<file path="config.mk">
export PLATFORM = sky130hd
export DESIGN_NAME = fir_filter_seq_ctrl_flat
export DESIGN_NICKNAME = d
export VERILOG_FILES = /design/src/rtl/fir_filter_seq_ctrl_if.sv /design/src/rtl/fir_filter_seq_ctrl.sv /design/src/flat_wrapper.sv
export SDC_FILE = /design/constraint.sdc
export NUM_CORES = 1
export LEC_CHECK = 0
export ABC_CLOCK_PERIOD_IN_PS = 2200
export BUFFER_PORTS_ARGS = -buffer_cell sky130_fd_sc_hd__buf_4
export CAP_MARGIN = 20
export CORE_MARGIN = 5
export CORE_UTILIZATION = 30
export CTS_BUF_LIST = sky130_fd_sc_hd__clkbuf_4 sky130_fd_sc_hd__clkbuf_8 sky130_fd_sc_hd__clkbuf_16
export CTS_CLUSTER_DIAMETER = 100
export CTS_CLUSTER_SIZE = 10
export DETAILED_ROUTE_END_ITERATION = 12
export HOLD_SLACK_MARGIN = 0.15
export PLACE_DENSITY = 0.57
export SLEW_MARGIN = 20
export SYNTH_ARGS = -nofsm -noshare
export SYNTH_HDL_FRONTEND = slang
export SYNTH_SLANG_ARGS = --single-unit
</file>
<file path="constraint.sdc">
create_clock -name clk -period 2.2 [get_ports clk]
set_input_delay 0.11 -clock clk [delete_from_list [all_inputs] [get_ports clk]]
set_output_delay 0.11 -clock clk [all_outputs]
set_load 0.03 [all_outputs]
</file>
<file path="src/rtl/fir_filter_seq_ctrl_if.sv">
// fir_filter_seq_ctrl_if
//   Bundles the frame-control and beat handshake between the sample source
//   (master) and the FIR input-control sequencer (slave).
//   Source -> sequencer : start, frame_len, abort, in_valid
//   Sequencer -> source : in_ready, cnt_mod, tc_write, tap_valid, tap_phase,
//                         busy, done
interface fir_filter_seq_ctrl_if #(
   parameter int LEN_W = 16
);
   logic             start;
   logic [LEN_W-1:0] frame_len;
   logic             abort;
   logic             in_valid;
   logic             in_ready;
   logic [1:0]       cnt_mod;
   logic             tc_write;
   logic             tap_valid;
   logic [1:0]       tap_phase;
   logic             busy;
   logic             done;

   modport master (
      output start, frame_len, abort, in_valid,
      input  in_ready, cnt_mod, tc_write, tap_valid, tap_phase, busy, done
   );

   modport slave (
      input  start, frame_len, abort, in_valid,
      output in_ready, cnt_mod, tc_write, tap_valid, tap_phase, busy, done
   );
endinterface

</file>
<file path="src/rtl/fir_filter_seq_ctrl.sv">
// fir_filter_seq_ctrl
//   Sequencer for the 3-phase FIR input-control datapath. Accepts a frame of
//   beats over a valid/ready handshake, steps the datapath phase select
//   (cnt_mod 0->1->2->0) and advance enable (tc_write) on every accepted beat,
//   flags each beat that completes the tap window (tap_valid/tap_phase), and
//   pulses done after a fixed drain following the last beat.
// Ports
//   clk    : clock, rising edge
//   rst_n  : asynchronous active-low reset
//   bus    : fir_filter_seq_ctrl_if.slave (frame control, beat handshake,
//            datapath controls and status)
// Parameters
//   LEN_W        : frame length / counter width
//   FILL_BEATS   : beats needed before the tap window is full (>= 1)
//   DRAIN_CYCLES : cycles waited after the last beat before done (0..15)
module fir_filter_seq_ctrl #(
   parameter int LEN_W        = 16,
   parameter int FILL_BEATS   = 3,
   parameter int DRAIN_CYCLES = 2
) (
   input logic                  clk,
   input logic                  rst_n,
   fir_filter_seq_ctrl_if.slave bus
);

   typedef enum logic [2:0] {
      S_IDLE,
      S_FILL,
      S_RUN,
      S_DRAIN,
      S_DONE
   } state_t;

   localparam logic [LEN_W-1:0] ONE        = LEN_W'(1);
   localparam logic [LEN_W-1:0] FILL_CNT   = LEN_W'(FILL_BEATS);
   // DRAIN counts down to zero, so it is loaded with one less than its length.
   localparam logic [3:0]       DRAIN_LOAD = (DRAIN_CYCLES == 0) ? 4'd0 : 4'(DRAIN_CYCLES - 1);

   state_t           state_q, state_d;
   logic [1:0]       cnt_mod_q, cnt_mod_d;
   logic [LEN_W-1:0] rem_q, rem_d;        // beats still to accept
   logic [LEN_W-1:0] acc_q, acc_d;        // beats accepted, saturates at FILL_BEATS
   logic [3:0]       drain_q, drain_d;
   logic             tap_valid_q, tap_fire;
   logic [1:0]       tap_phase_q, tap_phase_d;

   logic             in_ready;
   logic             accept;
   logic [LEN_W-1:0] acc_inc;

   // abort wins over an offered beat in the same cycle.
   assign in_ready = ((state_q == S_FILL) || (state_q == S_RUN)) && !bus.abort;
   assign accept   = bus.in_valid && in_ready;

   always_ff @(posedge clk or negedge rst_n) begin
      if (!rst_n) begin
         state_q     <= S_IDLE;
         cnt_mod_q   <= 2'd0;
         rem_q       <= '0;
         acc_q       <= '0;
         drain_q     <= 4'd0;
         tap_valid_q <= 1'b0;
         tap_phase_q <= 2'd0;
      end else begin
         state_q     <= state_d;
         cnt_mod_q   <= cnt_mod_d;
         rem_q       <= rem_d;
         acc_q       <= acc_d;
         drain_q     <= drain_d;
         tap_valid_q <= tap_fire;
         tap_phase_q <= tap_phase_d;
      end
   end

   always_comb begin
      state_d     = state_q;
      cnt_mod_d   = cnt_mod_q;
      rem_d       = rem_q;
      acc_d       = acc_q;
      drain_d     = drain_q;
      tap_phase_d = tap_phase_q;
      tap_fire    = 1'b0;
      acc_inc     = (acc_q >= FILL_CNT) ? acc_q : acc_q + ONE;

      case (state_q)
         S_IDLE: begin
            if (bus.start && !bus.abort && (bus.frame_len != '0)) begin
               state_d   = S_FILL;
               rem_d     = bus.frame_len;
               acc_d     = '0;
               cnt_mod_d = 2'd0;
            end
         end
         S_FILL, S_RUN: begin
            if (accept) begin
               cnt_mod_d = (cnt_mod_q == 2'd2) ? 2'd0 : cnt_mod_q + 2'd1;
               rem_d     = rem_q - ONE;
               acc_d     = acc_inc;
               if (acc_inc >= FILL_CNT) begin
                  tap_fire    = 1'b1;
                  tap_phase_d = cnt_mod_q;
               end
               // Last beat can come straight from FILL on short frames.
               if (rem_q == ONE) begin
                  if (DRAIN_CYCLES == 0) begin
                     state_d = S_DONE;
                  end else begin
                     state_d = S_DRAIN;
                     drain_d = DRAIN_LOAD;
                  end
               end else if (acc_inc >= FILL_CNT) begin
                  state_d = S_RUN;
               end
            end
         end
         S_DRAIN: begin
            if (drain_q == 4'd0) state_d = S_DONE;
            else                 drain_d = drain_q - 4'd1;
         end
         S_DONE: begin
            state_d   = S_IDLE;
            cnt_mod_d = 2'd0;
            rem_d     = '0;
            acc_d     = '0;
         end
         default: state_d = S_IDLE;
      endcase

      if (bus.abort && (state_q != S_IDLE)) begin
         state_d   = S_IDLE;
         cnt_mod_d = 2'd0;
         rem_d     = '0;
         acc_d     = '0;
         drain_d   = 4'd0;
         tap_fire  = 1'b0;
      end
   end

   assign bus.in_ready  = in_ready;
   assign bus.tc_write  = accept;
   assign bus.cnt_mod   = cnt_mod_q;
   assign bus.tap_valid = tap_valid_q;
   assign bus.tap_phase = tap_phase_q;
   assign bus.busy      = (state_q != S_IDLE);
   assign bus.done      = (state_q == S_DONE);

endmodule

</file>
<file path="src/flat_wrapper.sv">
// flat-port wrapper written by rule: the top's interface ports become plain ports
module fir_filter_seq_ctrl_flat 
#(
   parameter int LEN_W        = 16,
   parameter int FILL_BEATS   = 3,
   parameter int DRAIN_CYCLES = 2
)
  (clk, rst_n, bus_start, bus_frame_len, bus_abort, bus_in_valid, bus_in_ready, bus_cnt_mod, bus_tc_write, bus_tap_valid, bus_tap_phase, bus_busy, bus_done);
  fir_filter_seq_ctrl_if #(.LEN_W(LEN_W)) bus_i ();
  input logic clk;
  input logic rst_n;
  input wire logic [$bits(bus_i.start)-1:0] bus_start;
  input wire logic [$bits(bus_i.frame_len)-1:0] bus_frame_len;
  input wire logic [$bits(bus_i.abort)-1:0] bus_abort;
  input wire logic [$bits(bus_i.in_valid)-1:0] bus_in_valid;
  output wire logic [$bits(bus_i.in_ready)-1:0] bus_in_ready;
  output wire logic [$bits(bus_i.cnt_mod)-1:0] bus_cnt_mod;
  output wire logic [$bits(bus_i.tc_write)-1:0] bus_tc_write;
  output wire logic [$bits(bus_i.tap_valid)-1:0] bus_tap_valid;
  output wire logic [$bits(bus_i.tap_phase)-1:0] bus_tap_phase;
  output wire logic [$bits(bus_i.busy)-1:0] bus_busy;
  output wire logic [$bits(bus_i.done)-1:0] bus_done;
  assign bus_i.start = bus_start;
  assign bus_i.frame_len = bus_frame_len;
  assign bus_i.abort = bus_abort;
  assign bus_i.in_valid = bus_in_valid;
  assign bus_in_ready = bus_i.in_ready;
  assign bus_cnt_mod = bus_i.cnt_mod;
  assign bus_tc_write = bus_i.tc_write;
  assign bus_tap_valid = bus_i.tap_valid;
  assign bus_tap_phase = bus_i.tap_phase;
  assign bus_busy = bus_i.busy;
  assign bus_done = bus_i.done;
  fir_filter_seq_ctrl #(.LEN_W(LEN_W), .FILL_BEATS(FILL_BEATS), .DRAIN_CYCLES(DRAIN_CYCLES)) u_core (.clk(clk), .rst_n(rst_n), .bus(bus_i));
endmodule
</file>
==> results.cfg, run 1 <==
[die]
rows = 32
die_height_um = 98.34
start_util_pct = 30.61
ioPinCount = 30
die_w_um = 98.34
core_area_um2 = 7647
dieArea_um2 = 9670

[worst_setup_path]
required_ps = 2430
cp.arrival_ps = 2370
path_cells = or4_4 -> or4_4 -> or3_1 -> a21o_1 -> a21oi_2
max_stage_delay_ps = 580
r2r_start = u_core.rem_q[11]
rr_endpoint = u_core.rem_q[15]
path_buf_inv = 0
path_class = register to register
crit_top_cell = or4_4
cp-end-kind = register
start_kind = register
regToRegSetupSlack_ps = 60
worstPathMaxFanout = 5
cp_top_family = simple AND/OR/NAND/NOR gates
slowest_stage = or4_4
rr_worst_depth = 5

[power]
power.net_switching_mw = 1.733
switching_share_pct = 42.42
intPower_mw = 2.352
powerDensity_nw_per_um2 = 1310
pwr-share-clk_pct = 15.6
pwr-share-seq_pct = 29.6
p_comb_share_pct = 54.8
irDropWorstVdd_v = 0.0003199
power_leakage_nw = 1.424

[global_routing]
grt_pass1_wl_um = 10390
use_met3_pct = 3.571
grt_usage_pct = 13.21
grt_overflow = 0
use_met2_pct = 22.31
grt-busiest-layer = met2
grt_max_degree = 45
met1_usage_pct = 16.67
grt_pass1_vias = 2077
antenna_found_initial = 0

[sta]
fmax_mhz = 467.7
period_share_pct = 97.18
setup_violations = 0
fin_setup_tns_ps = 0
setup_slack_ps = 62.06
finalMaxSlewViolations = 0
rsz0062_at_grt = no
worst_pin_slew_ps = 592.9
fin_crit_ps = 2138
hold_viol = 0
clock_skew_ps = 7.264
slew_headroom_pct = 60.33

[synthesis]
synth-seq-cells = 44
ys_types = 52
synth_flop_cell = dfrtp_1
synth.area.top_cells = dfrtp_1, o21ai_0, and2_1, a221o_1, nor4_1
syn-instance-count = 240
avgSynthCellArea_um2 = 9.754
yosysSeqAreaShare_pct = 47.03
syn_area_um2 = 2341
synth_nets = 265
synth_area_leader_cell = dfrtp_1
synth_edf_count = 0
synthArstFlopShare_pct = 100.0
ys.warnings.count = 0
yosysTopAreaCellShare_pct = 47.03

[cts]
cts_htree_levels = 2
cts_tree = built
cts-root-buf = clkbuf_8
cts.clk_slew.worst_paths_ps = 90
clock-sinks = 44
cts_made_buffers = 5
clk_latency_ps = 300
cts_buffer_depth = 2

[route]
drtPass1Iterations = 4
drt_iter0_markers = 146
antenna_left = 0
drc = 0
wire_per_inst_um = 15.24
vias = 2051
routed_via_density = 5.039
wl_um = 6204

[placement]
place_congestion = 0.8916
port_buffers = 29
place_area_um2 = 2801
place_ws_ps = -18.33
dp_hpwl_um = 4531

[final_layout]
stdcell_area_um2 = 3118
areaGrowthSynthToFinish_pct = 33.19
drive_gt1_share_pct = 25.57
fin_nets = 329
diodes = 0

[job]
cap_violations = 0

[hold_path]
hp-start = bus_frame_len[5]
hold_end = u_core.rem_q[5]
hold-path-cell-count = 3
hp-class = input pin to register

[status]
status = finished, final reports clean
## synthesized netlist by cell type (all sizes together), types with 4 or more instances
master,count
a221o,8
nand3,4
nor4,11
and2,16
nor3,6
or3,9
ha,4
a31oi,4
dfrtp,44
nor3b,4
clkbuf,7
nor2,15
a21oi,7
nand2,14
inv,11
o21ai,19
mux2,4
nand2b,6
o31ai,4
## tightest hold or removal path, delay by kind of cell
family	cells	cell delay, ps
AO/OA/AOI/OAI	2	200
buffers and inverters	1	100
## sequential cells by signal (all words and copies together) (netlist names)
name                  flops
u_core.acc_q             16
u_core.bus.cnt_mod        2
u_core.bus.tap_phase      2
u_core.bus.tap_valid      1
u_core.drain_q            4
u_core.rem_q             16
u_core.state_q            3
## cells in the final DEF, fill, tap and decap left out, drive strengths merged, types with 2 or more instances in the layout
cell / netlist / final
a211oi: 2 / 2
a21o: 2 / 2
a21oi: 7 / 7
a221o: 8 / 8
a22o: 2 / 2
a311oi: 2 / 2
a31oi: 4 / 4
a32oi: 2 / 2
and2: 16 / 16
buf: 2 / 52
clkbuf: 7 / 5
clkinv: 0 / 2
dfrtp: 44 / 44
dlygate4sd3: 0 / 14
ha: 4 / 4
inv: 11 / 11
mux2: 4 / 4
nand2: 14 / 14
nand2b: 6 / 6
nand3: 4 / 4
nand3b: 2 / 2
nand4: 2 / 2
nor2: 15 / 15
nor2b: 2 / 2
nor3: 6 / 6
nor3b: 4 / 4
nor4: 11 / 11
o21ai: 19 / 19
o22ai: 2 / 2
o31a: 2 / 2
o31ai: 4 / 4
or2: 2 / 2
or3: 9 / 9
or4: 3 / 3
xnor2: 3 / 3
## through the flow
stage	std cells	hold slack [ps]	power (mW)	util (%)
2_1_floorplan	240	-185.6	2.565	-
3_3_place_gp	382	149.2	3.317	36.63
3_5_place_dp	382	145.2	3.326	36.63
4_1_cts	404	152.0	4.009	40.07
5_1_grt	407	217.5	4.416	40.77
6_report	407	165.8	4.084	40.77
## power by group through the flow
stage / sequential [mW] / combinational, mW / clock (mW)
final: 1.21 / 2.24 / 0.637
after global routing: 1.23 / 2.49 / 0.691
after CTS: 1.19 / 2.16 / 0.664
after detailed placement: 1.20 / 2.12 / 0
after global placement: 1.20 / 2.12 / 0
after floorplan: 1.21 / 1.36 / 0
## cell type report
type                            count  area, µm²
Clock buffer                        5      68.82
Clock inverter                      3      47.55
Fill cell                         730       4529
Inverter                           11      41.29
Multi-Input combinational cell    176       1201
Sequential cell                    44       1101
Tap cell                          102      127.6
Timing Repair Buffer               66      530.5
## worst max path at each step
| stage | start | end | slack, ps | cells after the start |
|---|---|---|---|---|
| after floorplan | u_core.rem_q[10] | u_core.rem_q[15] | 140 | 5 |
| after global placement | u_core.rem_q[6] | u_core.drain_q[0] | 20 | 5 |
| after detailed placement | u_core.rem_q[4] | u_core.drain_q[0] | -20 | 5 |
| after CTS | bus_frame_len[4] | u_core.rem_q[15] | 40 | 8 |
| after global routing | u_core.rem_q[6] | u_core.rem_q[11] | 2 | 5 |
| final | u_core.rem_q[11] | u_core.rem_q[15] | 60 | 5 |
## logic make-up after synthesis
| group | after synthesis | share of synthesized area, % |
|---|---|---|
| flops | 44 | 47.03 |
| compound gates | 66 | 20.04 |
| buf+inv | 20 | 3.260 |
| fa+ha+maj | 5 | 2.566 |
| mux | 4 | 1.924 |
| xor+xnor | 4 | 1.497 |
| simple gates | 97 | 23.68 |
## timing repair
item | 4_1_cts | 5_1_grt
resized for setup | 1 | 6
setup endpoints to repair | 3 | 17
hold endpoints to repair | 57 | 0
buffers inserted | 0 | 3
hold buffers | 14 | 0
pin swaps | 0 | 1
## metal layers
layer | vias to the layer above | share of wire (%) | wire, µm
met3 | 7 | 4.7 | 293
met2 | 35 | 48 | 3004
met5 | - | 0 | 0
met1 | 990 | 46 | 2833
met4 | 0 | 1.2 | 73
li1 | 1019 | - | -
(Power assumes the default switching activity.)
==> run 2: changes to the inputs <==
Settings changed: ABC_CLOCK_PERIOD_IN_PS 2200 to 2220, CORE_MARGIN 5 to 1, PLACE_DENSITY 0.57 to 0.55.
Clock period 2.2 ns to 2.22 ns, I/O delays scaled along.
==> run 2 against run 1 <==
Cell count down 1.2%. Clock-buffer cell count did not move. Non-clock buffer count decreased by 2. Sequential power hardly changed. Clock power shrank 16%. Largest cell class unchanged. Largest power group unchanged.
==> results.cfg, run 2 (synthesized netlist as in run 1, its figures left out) <==
[cts]
cts_buffer_depth = 2
cts_made_buffers = 5
cts-root-buf = clkbuf_8
cts.clk_slew.worst_paths_ps = 90
clk_latency_ps = 300
clock-sinks = 44
cts_tree = built
post_cts_buffers = 0
cts_htree_levels = 2

[worst_setup_path]
cp-end-kind = register
path_class = register to register
start_kind = register
cp.arrival_ps = 2330
worstPathMaxFanout = 5
regToRegSetupSlack_ps = 90
required_ps = 2420

[route]
antenna_left = 0
drc = 0
wire_per_inst_um = 15.34
vias = 2063
routed_via_density = 5.132
drt_iter0_markers = 67
wl_um = 6167
drtPass1Iterations = 4

[sta]
rsz0062_at_grt = no
hold_viol = 0
fin_setup_tns_ps = 0
worst_pin_slew_ps = 566.4
slew_headroom_pct = 62.24
fin_crit_ps = 2132
setup_violations = 0
fmax_mhz = 468.9
period_share_pct = 96.06
finalMaxSlewViolations = 0
setup_slack_ps = 87.52
clock_skew_ps = 6.821

[final_layout]
final_cell_mix = buf_4, dfrtp_1, o21ai_0
instances_no_fill = 402
areaGrowthSynthToFinish_pct = 32.44
fin_util_pct = 41.85
stdcell_area_um2 = 3100
fin_nets = 327
final_common_cell = buf_4
drive_gt1_share_pct = 27.72
reg_top3 = u_core.acc_q x16, u_core.rem_q x16, u_core.drain_q x4
diodes = 0
num-fill-cells = 710

[die]
core_area_um2 = 7408
die_height_um = 90.34
start_util_pct = 31.60
rows = 31
dieArea_um2 = 8160
ioPinCount = 30
die_w_um = 90.34

[power]
power.net_switching_mw = 1.730
intPower_mw = 2.188
pwr-share-seq_pct = 30.4
irDropWorstVdd_v = 0.0003962
power_leakage_nw = 1.413
switching_share_pct = 44.16
powerDensity_nw_per_um2 = 1264
p_comb_share_pct = 55.9
pwr-share-clk_pct = 13.7

[placement]
port_buffers = 29
place_congestion = 0.7998
place_ws_ps = -37.22
dp_hpwl_um = 4480
place_area_um2 = 2805
placed_cells = 380

[global_routing]
grt_pass1_wl_um = 10070
antenna_found_initial = 0
grt_usage_pct = 15.80
grt_overflow = 0
grt_pass1_vias = 2024
grt_max_degree = 45

[job]
cap_violations = 0

[status]
status = finished, final reports clean

[hold_path]
hp-class = input pin to register
-- run 2: path summary, 6_finish.rpt --
path,start,to,cells after the start
worst max register to register,u_core.rem_q[6],u_core.drain_q[0],6
worst max-delay path,u_core.rem_q[6],u_core.drain_q[0],6
worst min register to register,u_core.acc_q[13],u_core.acc_q[13],1
max in group asynchronous,rst_n,u_core.drain_q[2],2
worst min-delay path,bus_frame_len[14],u_core.rem_q[14],3
min in group asynchronous,rst_n,u_core.rem_q[3],2
-- run 2: power groups by stage --
stage | Combinational, mW | Clock, mW | Sequential, mW
final | 2.19 | 0.536 | 1.19
after global routing | 2.41 | 0.595 | 1.22
after CTS | 2.13 | 0.565 | 1.18
after detailed placement | 2.09 | 0 | 1.19
after global placement | 2.07 | 0 | 1.19
after floorplan | 1.35 | 0 | 1.19
-- run 2: what timing repair did --
item,4_1_cts,5_1_grt
hold endpoints to repair,57,0
hold buffers,14,0
gates resized for setup,2,12
setup endpoints to repair,3,31
-- run 2: area by class of cell --
class	instances	area [µm²]	area share [%]
multi-input combinational	176	1224	39.47
inverter	11	41.29	1.332
sequential	44	1101	35.51
tap	99	123.9	3.995
timing repair buffer	64	515.5	16.63
clock buffer	5	68.82	2.220
clock inverter	3	26.28	0.8475
-- run 2: critical path, cell delays in order, from the launching register on --
cell	delay [ps]
dfrtp_1	390
or4_4	570
nor4_2	220
buf_4	180
a21oi_2	80
or2_1	310
mux2_2	280
-- run 2: per-layer routing --
layer  share of wire (%)  vias up  global-route usage [%]  wire (µm)
met4                 1.6        0                   5.511        101
met1                  48      998                   20.37       2978
met2                  46       36                   25.70       2861
met3                 3.6        9                   3.956        225
met5                   0        -                       0          0
li1                    -     1020                       -          -
-- run 2: stage by stage --
| stage | hold WS (ps) | total power [mW] |
|---|---|---|
| 6_report | 162.0 | 3.918 |
| 5_1_grt | 177.6 | 4.223 |
| 4_1_cts | 153.5 | 3.877 |
| 3_5_place_dp | 148.4 | 3.280 |
| 3_3_place_gp | 152.3 | 3.262 |
| 2_1_floorplan | -184.6 | 2.542 |
